## src/rtl/key_pkg.sv

```systemverilog
// key_pkg: shared types and constants for the keypad scanner.
//   KEY_W      - width of a key index (16 keys)
//   COL_INIT   - column drive after reset (column 0 active, active-low)
//   KEY_NONE   - key vector / frame image with nothing pressed
//   key_state_e- debounce FSM states
//   lowest_key - lowest-index pressed key in a 16-bit active-low image
package key_pkg;

  localparam int          KEY_W    = 4;
  localparam logic [3:0]  COL_INIT = 4'b1110;
  localparam logic [15:0] KEY_NONE = 16'hFFFF;

  typedef enum logic [1:0] {IDLE, DEB, PRESSED, REL} key_state_e;

  typedef struct packed {
    logic             found;
    logic [KEY_W-1:0] idx;
  } key_sel_t;

  // Scan from the top down so the last hit is the lowest index, matching
  // the priority used by the downstream encoder.
  function automatic key_sel_t lowest_key(input logic [15:0] img);
    key_sel_t s;
    s.found = 1'b0;
    s.idx   = '0;
    for (int i = 15; i >= 0; i--) begin
      if (!img[i]) begin
        s.found = 1'b1;
        s.idx   = KEY_W'(i);
      end
    end
    return s;
  endfunction

endpackage

```

## src/rtl/key_matrix_scan_if.sv

```systemverilog
// key_matrix_scan_if: key result bus from the scanner to the encoder.
//   DataOut   - keys 15..8, active-low one-cold
//   DataOut_0 - keys 7..0, active-low one-cold
//   KeyCode   - index of the accepted key
//   KeyValid  - one-cycle press-accepted pulse
//   KeyRel    - one-cycle release-accepted pulse
interface key_matrix_scan_if;
  logic [7:0] DataOut;
  logic [7:0] DataOut_0;
  logic [3:0] KeyCode;
  logic       KeyValid;
  logic       KeyRel;

  modport master (output DataOut, output DataOut_0, output KeyCode,
                  output KeyValid, output KeyRel);
  modport slave  (input DataOut, input DataOut_0, input KeyCode,
                  input KeyValid, input KeyRel);
endinterface

```

## src/rtl/key_col_scan.sv

```systemverilog
// key_col_scan: column drive, row synchronizer and 16-bit frame image.
//   i_clk, i_rst    - clock, synchronous active-high reset
//   i_row           - raw keypad rows (active-low, asynchronous)
//   o_col           - one-cold active-low column drive
//   o_frame_img     - frame image including the sample taken this cycle
//   o_frame_done    - high on the tick that samples column 3
import key_pkg::*;

module key_col_scan #(
  parameter int SCAN_DIV = 50000
) (
  input  logic        i_clk,
  input  logic        i_rst,
  input  logic [3:0]  i_row,
  output logic [3:0]  o_col,
  output logic [15:0] o_frame_img,
  output logic        o_frame_done
);

  localparam int DW = (SCAN_DIV > 1) ? $clog2(SCAN_DIV) : 1;

  logic [DW-1:0] r_div;
  logic [1:0]    r_col_idx;
  logic [3:0]    r_col;
  logic [3:0]    r_sync1;
  logic [3:0]    r_sync2;
  logic [15:0]   r_img;
  logic          w_tick;
  logic [15:0]   w_img_nxt;

  assign w_tick = (r_div == DW'(SCAN_DIV - 1));

  // Bit index 4*r+c is just {r, c}.
  always_comb begin
    w_img_nxt = r_img;
    if (w_tick) begin
      for (int r = 0; r < 4; r++) begin
        w_img_nxt[{r[1:0], r_col_idx}] = r_sync2[r];
      end
    end
  end

  always_ff @(posedge i_clk) begin
    if (i_rst) begin
      r_div     <= '0;
      r_col_idx <= '0;
      r_col     <= COL_INIT;
      r_sync1   <= 4'hF;
      r_sync2   <= 4'hF;
      r_img     <= KEY_NONE;
    end else begin
      r_sync1 <= i_row;
      r_sync2 <= r_sync1;
      r_img   <= w_img_nxt;
      if (w_tick) begin
        r_div     <= '0;
        r_col_idx <= r_col_idx + 2'd1;
        r_col     <= {r_col[2:0], r_col[3]};
      end else begin
        r_div <= r_div + 1'b1;
      end
    end
  end

  assign o_col        = r_col;
  assign o_frame_img  = w_img_nxt;
  assign o_frame_done = w_tick && (r_col_idx == 2'd3);

endmodule

```

## src/rtl/key_matrix_scan.sv

```systemverilog
// key_matrix_scan: 4x4 keypad scanner with frame-based debounce.
//   Clk, Rst  - clock, synchronous active-high reset
//   Row       - keypad rows, active-low, asynchronous
//   Col       - keypad column drive, one-cold active-low
//   key_bus   - key vector, key code and press/release strobes
//
//   state   | meaning
//   IDLE    | no key accepted, nothing seen
//   DEB     | candidate key seen in cnt consecutive frames
//   PRESSED | candidate accepted and still present
//   REL     | accepted key absent for cnt consecutive frames
import key_pkg::*;

module key_matrix_scan #(
  parameter int SCAN_DIV  = 50000,
  parameter int DEB_SCANS = 4
) (
  input  logic             Clk,
  input  logic             Rst,
  input  logic [3:0]       Row,
  output logic [3:0]       Col,
  key_matrix_scan_if.master key_bus
);

  localparam int CW = $clog2(DEB_SCANS + 1);

  logic [15:0]      w_frame_img;
  logic             w_frame_done;
  key_sel_t         w_sel;
  logic             w_same;
  logic [CW-1:0]    w_cnt_inc;
  logic             w_cnt_full;

  key_state_e       r_state, w_state_nxt;
  logic [KEY_W-1:0] r_cand, w_cand_nxt;
  logic [CW-1:0]    r_cnt, w_cnt_nxt;
  logic [KEY_W-1:0] r_code, w_code_nxt;
  logic [15:0]      r_vec, w_vec_nxt;
  logic             r_valid, w_valid_nxt;
  logic             r_rel, w_rel_nxt;

  key_col_scan #(.SCAN_DIV(SCAN_DIV)) u_scan (
    .i_clk        (Clk),
    .i_rst        (Rst),
    .i_row        (Row),
    .o_col        (Col),
    .o_frame_img  (w_frame_img),
    .o_frame_done (w_frame_done)
  );

  assign w_sel      = lowest_key(w_frame_img);
  assign w_same     = w_sel.found && (w_sel.idx == r_cand);
  assign w_cnt_inc  = r_cnt + 1'b1;
  assign w_cnt_full = (w_cnt_inc == CW'(DEB_SCANS));

  always_comb begin
    w_state_nxt = r_state;
    w_cand_nxt  = r_cand;
    w_cnt_nxt   = r_cnt;
    w_code_nxt  = r_code;
    w_vec_nxt   = r_vec;
    w_valid_nxt = 1'b0;
    w_rel_nxt   = 1'b0;
    if (w_frame_done) begin
      case (r_state)
        IDLE: begin
          if (w_sel.found) begin
            w_state_nxt = DEB;
            w_cand_nxt  = w_sel.idx;
            w_cnt_nxt   = CW'(1);
          end
        end
        DEB: begin
          if (!w_sel.found) begin
            w_state_nxt = IDLE;
            w_cnt_nxt   = '0;
          end else if (w_same) begin
            w_cnt_nxt = w_cnt_inc;
            if (w_cnt_full) begin
              w_state_nxt = PRESSED;
              w_cnt_nxt   = '0;
              w_code_nxt  = r_cand;
              w_vec_nxt   = ~(16'h1 << r_cand);
              w_valid_nxt = 1'b1;
            end
          end else begin
            w_cand_nxt = w_sel.idx;
            w_cnt_nxt  = CW'(1);
          end
        end
        PRESSED: begin
          if (!w_same) begin
            w_state_nxt = REL;
            w_cnt_nxt   = CW'(1);
          end
        end
        REL: begin
          if (w_same) begin
            w_state_nxt = PRESSED;
            w_cnt_nxt   = '0;
          end else begin
            w_cnt_nxt = w_cnt_inc;
            if (w_cnt_full) begin
              w_state_nxt = IDLE;
              w_cnt_nxt   = '0;
              w_vec_nxt   = KEY_NONE;
              w_rel_nxt   = 1'b1;
            end
          end
        end
        default: w_state_nxt = IDLE;
      endcase
    end
  end

  always_ff @(posedge Clk) begin
    if (Rst) begin
      r_state <= IDLE;
      r_cand  <= '0;
      r_cnt   <= '0;
      r_code  <= '0;
      r_vec   <= KEY_NONE;
      r_valid <= 1'b0;
      r_rel   <= 1'b0;
    end else begin
      r_state <= w_state_nxt;
      r_cand  <= w_cand_nxt;
      r_cnt   <= w_cnt_nxt;
      r_code  <= w_code_nxt;
      r_vec   <= w_vec_nxt;
      r_valid <= w_valid_nxt;
      r_rel   <= w_rel_nxt;
    end
  end

  assign key_bus.DataOut   = r_vec[15:8];
  assign key_bus.DataOut_0 = r_vec[7:0];
  assign key_bus.KeyCode   = r_code;
  assign key_bus.KeyValid  = r_valid;
  assign key_bus.KeyRel    = r_rel;

endmodule

```

## src/flat_wrapper.sv

```systemverilog
// flat-port wrapper written by rule: the top's interface ports become plain ports
module key_matrix_scan_flat 
#(
  parameter int SCAN_DIV  = 50000,
  parameter int DEB_SCANS = 4
)
  (Clk, Rst, Row, Col, key_bus_DataOut, key_bus_DataOut_0, key_bus_KeyCode, key_bus_KeyValid, key_bus_KeyRel);
  key_matrix_scan_if key_bus_i ();
  input  logic Clk;
  input  logic Rst;
  input  logic [3:0] Row;
  output logic [3:0] Col;
  output wire logic [$bits(key_bus_i.DataOut)-1:0] key_bus_DataOut;
  output wire logic [$bits(key_bus_i.DataOut_0)-1:0] key_bus_DataOut_0;
  output wire logic [$bits(key_bus_i.KeyCode)-1:0] key_bus_KeyCode;
  output wire logic [$bits(key_bus_i.KeyValid)-1:0] key_bus_KeyValid;
  output wire logic [$bits(key_bus_i.KeyRel)-1:0] key_bus_KeyRel;
  assign key_bus_DataOut = key_bus_i.DataOut;
  assign key_bus_DataOut_0 = key_bus_i.DataOut_0;
  assign key_bus_KeyCode = key_bus_i.KeyCode;
  assign key_bus_KeyValid = key_bus_i.KeyValid;
  assign key_bus_KeyRel = key_bus_i.KeyRel;
  key_matrix_scan #(.SCAN_DIV(SCAN_DIV), .DEB_SCANS(DEB_SCANS)) u_core (.Clk(Clk), .Rst(Rst), .Row(Row), .Col(Col), .key_bus(key_bus_i));
endmodule
```

## config.mk

```make
export PLATFORM = sky130hd
export DESIGN_NAME = key_matrix_scan_flat
export DESIGN_NICKNAME = d
export VERILOG_FILES = /design/src/rtl/key_pkg.sv /design/src/rtl/key_matrix_scan_if.sv /design/src/rtl/key_col_scan.sv /design/src/rtl/key_matrix_scan.sv /design/src/flat_wrapper.sv
export SDC_FILE = /design/constraint.sdc
export NUM_CORES = 1
export LEC_CHECK = 0
export BUFFER_PORTS_ARGS = -buffer_cell sky130_fd_sc_hd__buf_2
export CORE_MARGIN = 1
export CORE_UTILIZATION = 25
export DETAILED_ROUTE_END_ITERATION = 7
export PLACE_DENSITY = 0.4
export SLEW_MARGIN = 0
export SYNTH_ARGS = -nofsm -noshare
export SYNTH_HDL_FRONTEND = slang
export SYNTH_SLANG_ARGS = --single-unit
```

## constraint.sdc

```tcl
create_clock -name Clk -period 4.9 [get_ports Clk]
set_input_delay 0.49 -clock Clk [delete_from_list [all_inputs] [get_ports Clk]]
set_output_delay 0.49 -clock Clk [all_outputs]
set_load 0.1 [all_outputs]
```

=== Yosys cells after proc, flatten, opt, wreduce, memory -nomap -nowiden ===
Index checks and enable logic that the tools add are counted.

* Register bits after elaboration: 77
* Latch bits: 0
* RAM bits: 0
* Memory bits (read-only): 0
* Input port bits: 6
* Output and inout bits: 26
* Logic and storage cells: 121
* Memories kept: 0

* Add/subtract/negate cells: 3
* Multiply operators: 0
* Divide/modulo/power cells: 0
* $lt $le $gt $ge: 8
* Eq/ne operators: 18
* Shifts and indexed selects: 1
* Multiplexer cells: 55
* Bitwise logic cells: 6
* Reduce and logical (&&, ||, !) cells: 17

{| class="wikitable"
|+ Operator list
! kind !! number
|-
| 16-bit 2-to-1 mux || 6
|-
| 5-bit 2-to-1 mux || 16
|-
| 16-bit bitwise mux || 4
|-
| 16-bit case mux with 2 select lines || 1
|-
| 3-bit 2-to-1 mux || 6
|-
| 16-bit by 1-bit adder with 16-bit output (second input constant) || 1
|-
| 16-bit equality test (second input constant) || 1
|-
| 16-bit NOT || 1
|-
| 1-bit by 4-bit left shift with 16-bit output (first input constant) || 1
|-
| 2-bit 2-to-1 mux || 7
|-
| 4-bit 2-to-1 mux || 3
|-
| 3-bit case mux with 4 select lines || 1
|-
| 4-bit by 5-bit less-than comparator with 1-bit output (second input constant) || 2
|-
| 2-bit by 1-bit inequality test with 1-bit output (second input constant) || 5
|-
| 5-bit AND reduction || 2
|-
| 1-bit demux with 2-bit select || 4
|-
| 4-bit by 1-bit >= comparator with 1-bit output (second input constant) || 2
|-
| 2-bit case mux with 4 select lines || 1
|-
| 4-bit case mux with 2 select lines || 1
|-
| 7-bit AND reduction || 1
|-
| 2-bit equality test (second input constant) || 3
|-
| 1-bit logical AND || 6
|-
| 2-bit inequality test (second input constant) || 3
|-
| 3-bit inequality test (second input constant) || 2
|-
| 19 further kinds || 28
|}

=== Longest topological paths before layout ===
Gate-level depths: netlist (run 1).

* Depth after elaboration: 30
* Depth in mapped cells: 16
* Mapped depth without buffers: 13

=== Hierarchy ===
From an unflattened synthesis (run 1), not the netlist that was laid out.

* Cells, all modules: 411
* Area total of the unflattened synthesis: 3,761.1 um^2

{| class="wikitable"
|+ Modules (own cells, without submodules)
! module !! times used !! cells an instance !! area an instance (um^2) !! seq. area each (um^2)
|-
| key_col_scan || 1 || 194 || 1,988.2 || 920.9
|-
| key_matrix_scan || 1 || 217 || 1,773.0 || 620.6
|}

=== Worst setup path after synthesis (run 1) ===
OpenSTA, ideal clock, no wires.

* Kind: register to register
* Start: reg u_core.u_scan.r_div[4]
* End: reg u_core.r_vec[10]
* Library setup time: 0.072 ns
* Arrival time: 3.698 ns
* Data required time: 4.828 ns
* Path slack: 1.131 ns
* Cell stages (with the launch flop): 16
* Buffers on the path: 4
* Clock period less this slack: 3.769 ns
* Cells stage by stage: dfxtp_1 > or4b_1 > buf_2 > or4_1 > buf_2 > mux2i_1 > a221oi_1 > a221oi_1 > nand4b_1 > a211oi_2 > o221ai_4 > nor4_4 > o21bai_1 > buf_6 > buf_12 > mux2i_1

* Longest elaborated chain between the ends: 22
* Elaborated cells on any way between the ends: 25
* Those cells by class: 5 x eq/ne; 17 x mux; 3 x reduce/logical

{| class="wikitable"
|+ RTL lines
! element !! line !! text
|-
| start, declared || key_col_scan.sv:22 || <nowiki>logic [DW-1:0] r_div;</nowiki>
|-
| start signal, assigned || key_col_scan.sv:60 || <nowiki>r_div <= r_div + 1'b1;</nowiki>
|-
| 16-bit equality test * || key_col_scan.sv:31 || <nowiki>assign w_tick = (r_div == DW'(SCAN_DIV - 1));</nowiki>
|-
| 16-bit 2-to-1 mux || key_col_scan.sv:36 || <nowiki>if (w_tick) begin</nowiki>
|-
| 5-bit 2-to-1 mux (16 in a row) || key_pkg.sv:27 || <nowiki>if (!img[i]) begin</nowiki>
|-
| 4-bit equality test || key_matrix_scan.sv:52 || <nowiki>assign w_same = w_sel.found && (w_sel.idx == r_cand);</nowiki>
|-
| 1-bit logical AND || key_matrix_scan.sv:52 ||
|-
| 2-bit inequality test (no source line) / 2-bit by 1-bit inequality test with 1-bit output (equally long branches) || n/a ||
|-
| 7-bit AND reduction (no source line) * || n/a ||
|-
| end signal, assigned || key_matrix_scan.sv:130 || <nowiki>r_vec <= w_vec_nxt;</nowiki>
|-
| end, declared || key_matrix_scan.sv:38 || <nowiki>logic [15:0] r_vec, w_vec_nxt;</nowiki>
|}

Mark *: on every way between the ends. The rest lies on a longest branch, timed or not.
A chain may end at the register's enable or synchronous reset.

=== Worst setup path in the final report (run 1) ===
* Start: reg u_core.u_scan.r_div[6]
* End: reg u_core.r_vec[1]

Same word-level chain as after synthesis.

==> results of run 1 <==
[registers in the layout, summed over array words and instances (netlist names), 2 cells and up]
name,flops
u_core.key_bus.KeyCode,4
u_core.r_cand,4
u_core.r_cnt,3
u_core.r_state,2
u_core.r_vec,16
u_core.u_scan.o_col,4
u_core.u_scan.r_col_idx,2
u_core.u_scan.r_div,16
u_core.u_scan.r_img,16
u_core.u_scan.r_sync1,4
u_core.u_scan.r_sync2,4
[logic make-up (layout without fill, tap and decap cells)]
logic type,count (synthesis),count (layout),share of synthesized area
simple gates,229,229,0.279
buf+inv,41,65,0.0461
xor+xnor,16,16,0.0331
mux,28,28,0.0671
compound gates,99,99,0.190
fa+ha+maj,7,7,0.0207
flops,77,77,0.364
[stage by stage]
step / area (µm²) / instances / hold slack, ns / total power [W]
6_report: 4870 / 741 / 0.335 / 0.00133
3_3_place_gp: 4570 / 725 / 0.406 / 0.000674
3_5_place_dp: 4570 / 725 / 0.401 / 0.000675
5_1_grt: 4870 / 741 / 0.326 / 0.00139
4_1_cts: 4870 / 741 / 0.323 / 0.00136
2_1_floorplan: 4230 / 497 / 0.389 / 0.000666
[cell usage in the layout, fill, tap and decap left out, types with 4 or more instances in the layout]
| cell | netlist | final |
|---|---|---|
| sky130_fd_sc_hd__or2_2 | 10 | 10 |
| sky130_fd_sc_hd__nand2b_1 | 7 | 7 |
| sky130_fd_sc_hd__nor3_1 | 18 | 18 |
| sky130_fd_sc_hd__dfxtp_1 | 77 | 77 |
| sky130_fd_sc_hd__nand3_1 | 15 | 15 |
| sky130_fd_sc_hd__clkbuf_16 | 0 | 9 |
| sky130_fd_sc_hd__and2_1 | 6 | 6 |
| sky130_fd_sc_hd__or3_1 | 6 | 6 |
| sky130_fd_sc_hd__o21ai_0 | 8 | 8 |
| sky130_fd_sc_hd__o21a_1 | 4 | 4 |
| sky130_fd_sc_hd__a21o_1 | 6 | 6 |
| sky130_fd_sc_hd__ha_1 | 7 | 7 |
| sky130_fd_sc_hd__nand2_1 | 42 | 42 |
| sky130_fd_sc_hd__xor2_1 | 6 | 6 |
| sky130_fd_sc_hd__buf_2 | 5 | 31 |
| sky130_fd_sc_hd__o211ai_2 | 5 | 5 |
| sky130_fd_sc_hd__nor2_1 | 75 | 75 |
| sky130_fd_sc_hd__and3_1 | 8 | 8 |
| sky130_fd_sc_hd__nor2b_1 | 10 | 10 |
| sky130_fd_sc_hd__xnor2_1 | 10 | 10 |
| sky130_fd_sc_hd__buf_4 | 1 | 7 |
| sky130_fd_sc_hd__o211ai_1 | 5 | 5 |
| sky130_fd_sc_hd__mux2i_1 | 25 | 25 |
| sky130_fd_sc_hd__inv_1 | 11 | 11 |
| sky130_fd_sc_hd__a211o_1 | 11 | 11 |
| sky130_fd_sc_hd__a21oi_1 | 20 | 20 |
| sky130_fd_sc_hd__nand3b_1 | 6 | 6 |
| sky130_fd_sc_hd__nand4_1 | 5 | 5 |
[final timing paths]
kind,startpoint,endpoint,slack [ns],cells past startpoint
hold / removal,Row[2],u_core.u_scan.r_sync1[2],0.33,2
hold reg to reg,u_core.u_scan.r_sync1[3],u_core.u_scan.r_sync2[3],0.40,1
setup reg to reg,u_core.u_scan.r_div[6],u_core.r_vec[1],0.60,12
setup / recovery,u_core.u_scan.r_div[6],u_core.r_vec[1],0.60,12
[cell type report]
| type | count | share of cell area |
|---|---|---|
| clock inverters | 7 | 0.0152 |
| well taps | 220 | 0.0565 |
| repair buffers | 38 | 0.0427 |
| inverters | 11 | 0.00848 |
| clock buffers | 9 | 0.0462 |
| flip-flops and latches | 77 | 0.317 |
| multi-input cells | 379 | 0.514 |
[critical path: stages, from the launching register on]
cell and delay, ns:
sky130_fd_sc_hd__dfxtp_1 0.42, sky130_fd_sc_hd__or4b_1 0.62, sky130_fd_sc_hd__or4_1 0.73, sky130_fd_sc_hd__mux2i_1 0.20, sky130_fd_sc_hd__a221oi_1 0.24, sky130_fd_sc_hd__a221oi_1 0.08
sky130_fd_sc_hd__nand4b_1 0.27, sky130_fd_sc_hd__a211oi_2 0.30, sky130_fd_sc_hd__o221ai_4 0.19, sky130_fd_sc_hd__nor4_4 0.43, sky130_fd_sc_hd__o21bai_2 0.20, sky130_fd_sc_hd__buf_4 0.30
sky130_fd_sc_hd__mux2i_1 0.22
[layer usage]
| metal | GRT usage | up-vias |
|---|---|---|
| li1 | - | 1815 |
| met1 | 0.167 | 1709 |
| met2 | 0.220 | 44 |
| met4 | 0.0601 | 0 |
| met5 | 0 | - |
| met3 | 0.0292 | 17 |
[power by group]
part | switching, W | internal (W)
clock | 0.000277 | 0.000397
combinational | 0.0000159 | 0.00000797
sequential | 0.00000461 | 0.000631
total | 0.000298 | 0.00104
==> PnR_summary.wiki, run 1 <==
{| class="wikitable"
! Metric !! Value
|-
| Slew HR || 0.476
|-
| Setup repair after global routing missed its margin || false
|-
| Register Area || 1540 µm²
|-
| Most numerous cell in the Yosys netlist || sky130_fd_sc_hd__dfxtp_1
|-
| Final wirelength || 10,700 µm
|-
| Cell area after synthesis || 4230 µm²
|-
| Clock tree from TritonCTS || done
|-
| Area of the core || 16,600 µm²
|-
| Fraction of synthesis flops using an asynchronous set or reset pin || 0
|-
| Required @ worst endpoint || 5.17 ns
|-
| Fill count || 1,824
|-
| Routed wl met2 || 5020 µm
|-
| Worst setup slack after placement || 0.584 ns
|-
| Final core utilization || 0.294
|-
| Cell type with the largest total area after synthesis || sky130_fd_sc_hd__dfxtp_1
|-
| Initial antenna violation count || 0
|-
| Sequential cell area fraction in the yosys report || 0.364
|-
| Vias in the first global route || 3,580
|-
| WL per Instance || 14.5 µm
|-
| Horizontal die dimension || 132 µm
|-
| DR top layer || met4
|-
| Final worst path period share || 0.878
|-
| Static leakage power || 1.75 nW
|-
| Final layout net count || 529
|-
| Rows || 47
|-
| Arr. time, crit path || 4.57 ns
|-
| GRT Util Overall || 0.134
|-
| Total power density per cell area || 274 nW/µm²
|-
| Flip-flop and latch count after synthesis || 77
|-
| First-iteration detailed-routing DRC count || 146
|-
| Multi-input logic area || 2500 µm²
|-
| Yosys warnings || 0
|-
| # clock sinks || 77
|-
| Post-synth top area share || 0.364
|-
| Final setup fails || 0
|-
| Placer's final routability congestion estimate || 0.818
|-
| Measured slew at the worst slew-check pin || 0.786 ns
|-
| Result of the run || finished, final reports clean
|-
| Crit path time final || 4.30 ns
|-
| Met3 wire len || 338 µm
|-
| Area growth from synthesis to layout || 15.1%
|-
| I/O pin total || 32
|-
| Setup TNS || 0 ns
|-
| Final hold vios || 0
|-
| Number of I/O port buffers || 31
|-
| Leading cell types by total area after synthesis || sky130_fd_sc_hd__dfxtp_1, sky130_fd_sc_hd__nor2_1, sky130_fd_sc_hd__mux2i_1
|-
| Count of vias placed by the detailed router || 3,585
|-
| Critical path fanouts, max || 16
|-
| EDFF count, synth || 0
|-
| Maximum clock path buffer count || 2
|-
| Mapped Nets || 510
|-
| Pin count of the biggest net entering global routing || 45
|-
| Fraction of final layout cells sized beyond drive strength 1 || 0.165
|-
| Detailed placement HPWL || 7850 µm
|-
| DRC violations left || 0
|-
| Die height || 132 µm
|-
| Maximum Capacitance Violations || 0
|-
| Initial core utilization || 0.255
|-
| Element type at the critical path start || register
|-
| Post-synthesis average cell area || 8.51 µm²
|-
| Max frequency || 232 MHz
|-
| Setup crit end kind || register
|-
| Ranking of synthesized cells by instance count || sky130_fd_sc_hd__dfxtp_1, sky130_fd_sc_hd__nor2_1, sky130_fd_sc_hd__nand2_1
|-
| Clock-pin slew of the registers on the worst-case setup and hold paths || 0.06 ns
|-
| Length of the first detailed-routing pass in iterations || 4
|-
| Number of H-tree levels || 3
|-
| Number of distinct library cells after synthesis || 69
|-
| Final antenna-violating net count || 0
|-
| Grt ovf || 0
|-
| Buffer cell driving the clock tree root || sky130_fd_sc_hd__clkbuf_16
|-
| Worst path setup slack after routing || 0.598 ns
|-
| Wire length of the first global-routing pass || 18,600 µm
|-
| CTS buffer count || 9
|-
| Top_reg_cell synth || sky130_fd_sc_hd__dfxtp_1
|-
| Mapped Cells || 497
|-
| Post-CTS setup buffers || 0
|-
| Final Max Tran Viols || 0
|-
| Diodes inserted || 0
|-
| Number of hold buffers added after CTS || 0
|-
| Via-to-Cell Ratio || 4.84
|-
| Worst Hold Class || input port to register
|-
| Post-cts gate resize count || 0
|-
| Later-pin clock latency in the skew report || 0.35 ns
|-
| Clock skew || 0.0102 ns
|-
| Worst vdd ir || 0.000159 V
|-
| Setup CP Type || register to register
|-
| Routed length on met1 || 5150 µm
|-
| Area of the die || 17,500 µm²
|}
Note: power is estimated with default switching activity, not from simulation.
==> run 2, diff against run 1 <==
- PLACE_DENSITY: 0.4 -> 0.41
- SKIP_CTS_REPAIR_TIMING: default -> 1
- clock period: 4.9 -> 3.8 ns (I/O delays scaled with it)
==> run 2 against run 1 <==
Compared with the run above: non-clock buffer count up 30; final area up 8.4%; register-to-register slack worse by 0.50 ns; flip-flop and latch count unchanged; sequential power up 29%; highest routed layer unchanged; clock skew down 0.0023 ns; first-iteration DRC count up 29%.
==> PnR_summary.wiki, run 2 (synthesis gave the netlist of run 1 again) <==
{| class="wikitable"
! Metric !! Value
|-
| Number of cells on the worst hold path || 2
|-
| Registers with the most flip-flops || u_core.r_vec (16), u_core.u_scan.r_div (16), u_core.u_scan.r_img (16)
|-
| Worst vdd ir || 0.000198 V
|-
| Number of I/O port buffers || 31
|-
| Worst setup slack after placement || -0.166 ns
|-
| Wire length of the first global-routing pass || 19,000 µm
|-
| Fill count || 1,786
|-
| Setup crit end kind || register
|-
| Total power density per cell area || 365 nW/µm²
|-
| Via-to-Cell Ratio || 4.91
|-
| Maximum clock path buffer count || 2
|-
| Count of vias placed by the detailed router || 3,783
|-
| Number of cell instances on the worst register-to-register path || 15
|-
| First-iteration detailed-routing DRC count || 189
|-
| Clock skew || 0.00791 ns
|-
| Detailed placement HPWL || 8240 µm
|-
| Worst path setup slack after routing || 0.0945 ns
|-
| Clock-pin slew of the registers on the worst-case setup and hold paths || 0.06 ns
|-
| Initial core utilization || 0.255
|-
| DRC violations left || 0
|-
| Die height || 132 µm
|-
| Largest stage delay on the critical path || 0.55 ns
|-
| Grt ovf || 0
|-
| GRT Util Overall || 0.137
|-
| Final antenna-violating net count || 0
|-
| Critical path fanouts, max || 6
|-
| CTS buffer count || 9
|-
| Vias in the first global route || 3,693
|-
| Final worst path period share || 0.975
|-
| Clock tree from TritonCTS || done
|-
| Worst Hold Class || input port to register
|-
| Buffer cell driving the clock tree root || sky130_fd_sc_hd__clkbuf_16
|-
| Hold WS || 0.219 ns
|-
| Area of the core || 16,600 µm²
|-
| Max frequency || 270 MHz
|-
| Commonest non-fill, non-tap cells in the layout || sky130_fd_sc_hd__dfxtp_1, sky130_fd_sc_hd__nor2_1, sky130_fd_sc_hd__nand2_1
|-
| Measured slew at the worst slew-check pin || 0.645 ns
|-
| Tot Pwr || 0.00193 W
|-
| I/O pin total || 32
|-
| # clock sinks || 77
|-
| Most frequent CP cell || sky130_fd_sc_hd__buf_6
|-
| Static leakage power || 1.98 nW
|-
| Length of the first detailed-routing pass in iterations || 4
|-
| Fraction of final layout cells sized beyond drive strength 1 || 0.236
|-
| Area of the die || 17,500 µm²
|-
| Result of the run || finished, final reports clean
|-
| Final Max Tran Viols || 0
|-
| Crit path time final || 3.71 ns
|-
| Pin count of the biggest net entering global routing || 33
|-
| Slowest stage cell on the critical path || sky130_fd_sc_hd__or4b_4
|-
| Buffering stage count on the worst path with inverters included || 4
|-
| Final hold vios || 0
|-
| Required @ worst endpoint || 4.07 ns
|-
| Setup CP Type || register to register
|-
| Most common library cell in the layout ignoring fill and taps || sky130_fd_sc_hd__dfxtp_1
|-
| Diodes inserted || 0
|-
| Initial antenna violation count || 0
|-
| Placer's final routability congestion estimate || 0.832
|-
| Element type at the critical path start || register
|-
| Largest delay contributor family on the critical path || simple AND/OR/NAND/NOR gates
|-
| Final wirelength || 11,500 µm
|-
| Rows || 47
|-
| Final setup fails || 0
|-
| Setup repair after global routing missed its margin || true
|-
| Later-pin clock latency in the skew report || 0.35 ns
|-
| Depth of the critical timing path with buffers and inverters included || 15
|-
| Horizontal die dimension || 132 µm
|-
| Cell chain of the critical path || or4b_4, buf_6, nor4_4, buf_6, nand2_4, a221oi_4, a221oi_2, nand4b_1, buf_4, a22o_4, o221ai_4, buf_6, nor3_2, or3b_1, o211ai_1
|-
| Number of H-tree levels || 3
|-
| Final core utilization || 0.318
|-
| Slew HR || 0.570
|-
| Maximum Capacitance Violations || 0
|-
| WL per Instance || 14.9 µm
|-
| Arr. time, crit path || 3.98 ns
|-
| Area growth from synthesis to layout || 24.7%
|-
| Final layout net count || 559
|}
==> run 2: changes by cell type in the layout (fill, tap and decap cells not counted), moves of 2 or more <==
cell                        previous run  this run
sky130_fd_sc_hd__a221oi_1              2         0
sky130_fd_sc_hd__buf_4                 7        32
sky130_fd_sc_hd__buf_6                 0         3
sky130_fd_sc_hd__bufinv_16             1         4
sky130_fd_sc_hd__clkinv_2              2         0
sky130_fd_sc_hd__or4_1                 3         1
sky130_fd_sc_hd__or4_4                 1         3
==> run 2: path summary, 6_finish.rpt <==
path                             from                        to  slack [ns]
max reg2reg   u_core.u_scan.r_div[10]           u_core.r_cnt[2]        0.09
max           u_core.u_scan.r_div[10]           u_core.r_cnt[2]        0.09
min reg2reg  u_core.u_scan.r_sync1[2]  u_core.u_scan.r_sync2[2]        0.41
min                            Row[1]  u_core.u_scan.r_sync1[1]        0.22
==> run 2: layer usage <==
metal,track usage,part of all wire,up-vias
li1,-,-,1866
met1,0.169,0.46,1838
met2,0.234,0.49,63
met3,0.0331,0.035,16
met4,0.0465,0.015,0
met5,0,0,-
==> run 2: power by group <==
part | switching [W] | internal (W)
Sequential | 0.00000591 | 0.000814
Combinational | 0.0000215 | 0.0000111
Clock | 0.000363 | 0.000713
Total | 0.000390 | 0.00154
==> run 2: layout make-up <==
| cell class | instances | area, µm² | area share |
|---|---|---|---|
| Clock inverter | 7 | 145 | 0.0275 |
| Sequential cell | 77 | 1540 | 0.292 |
| Inverter | 11 | 41.3 | 0.00782 |
| Tap cell | 220 | 275 | 0.0522 |
| Multi-Input combinational cell | 379 | 2590 | 0.490 |
| Timing Repair Buffer | 68 | 460 | 0.0872 |
| Clock buffer | 9 | 225 | 0.0427 |
==> run 2: worst reg2reg max path, stage by stage (launching register included) <==
cell and delay, ns:
sky130_fd_sc_hd__dfxtp_2 0.32, sky130_fd_sc_hd__or4b_4 0.55, sky130_fd_sc_hd__buf_6 0.15, sky130_fd_sc_hd__nor4_4 0.33, sky130_fd_sc_hd__buf_6 0.19, sky130_fd_sc_hd__nand2_4 0.06
sky130_fd_sc_hd__a221oi_4 0.31, sky130_fd_sc_hd__a221oi_2 0.05, sky130_fd_sc_hd__nand4b_1 0.27, sky130_fd_sc_hd__buf_4 0.20, sky130_fd_sc_hd__a22o_4 0.23, sky130_fd_sc_hd__o221ai_4 0.24
sky130_fd_sc_hd__buf_6 0.17, sky130_fd_sc_hd__nor3_2 0.05, sky130_fd_sc_hd__or3b_1 0.36, sky130_fd_sc_hd__o211ai_1 0.17
==> run 2: through the flow <==
stage / cell area (µm²) / instances / setup TNS [ns]
after detailed placement: 4760 / 748 / -2.64
final: 5280 / 771 / 0
after global routing: 5280 / 771 / -1.11
after global placement: 4760 / 748 / -0.599
after floorplan: 4230 / 497 / 0
after CTS: 5130 / 764 / -3.07
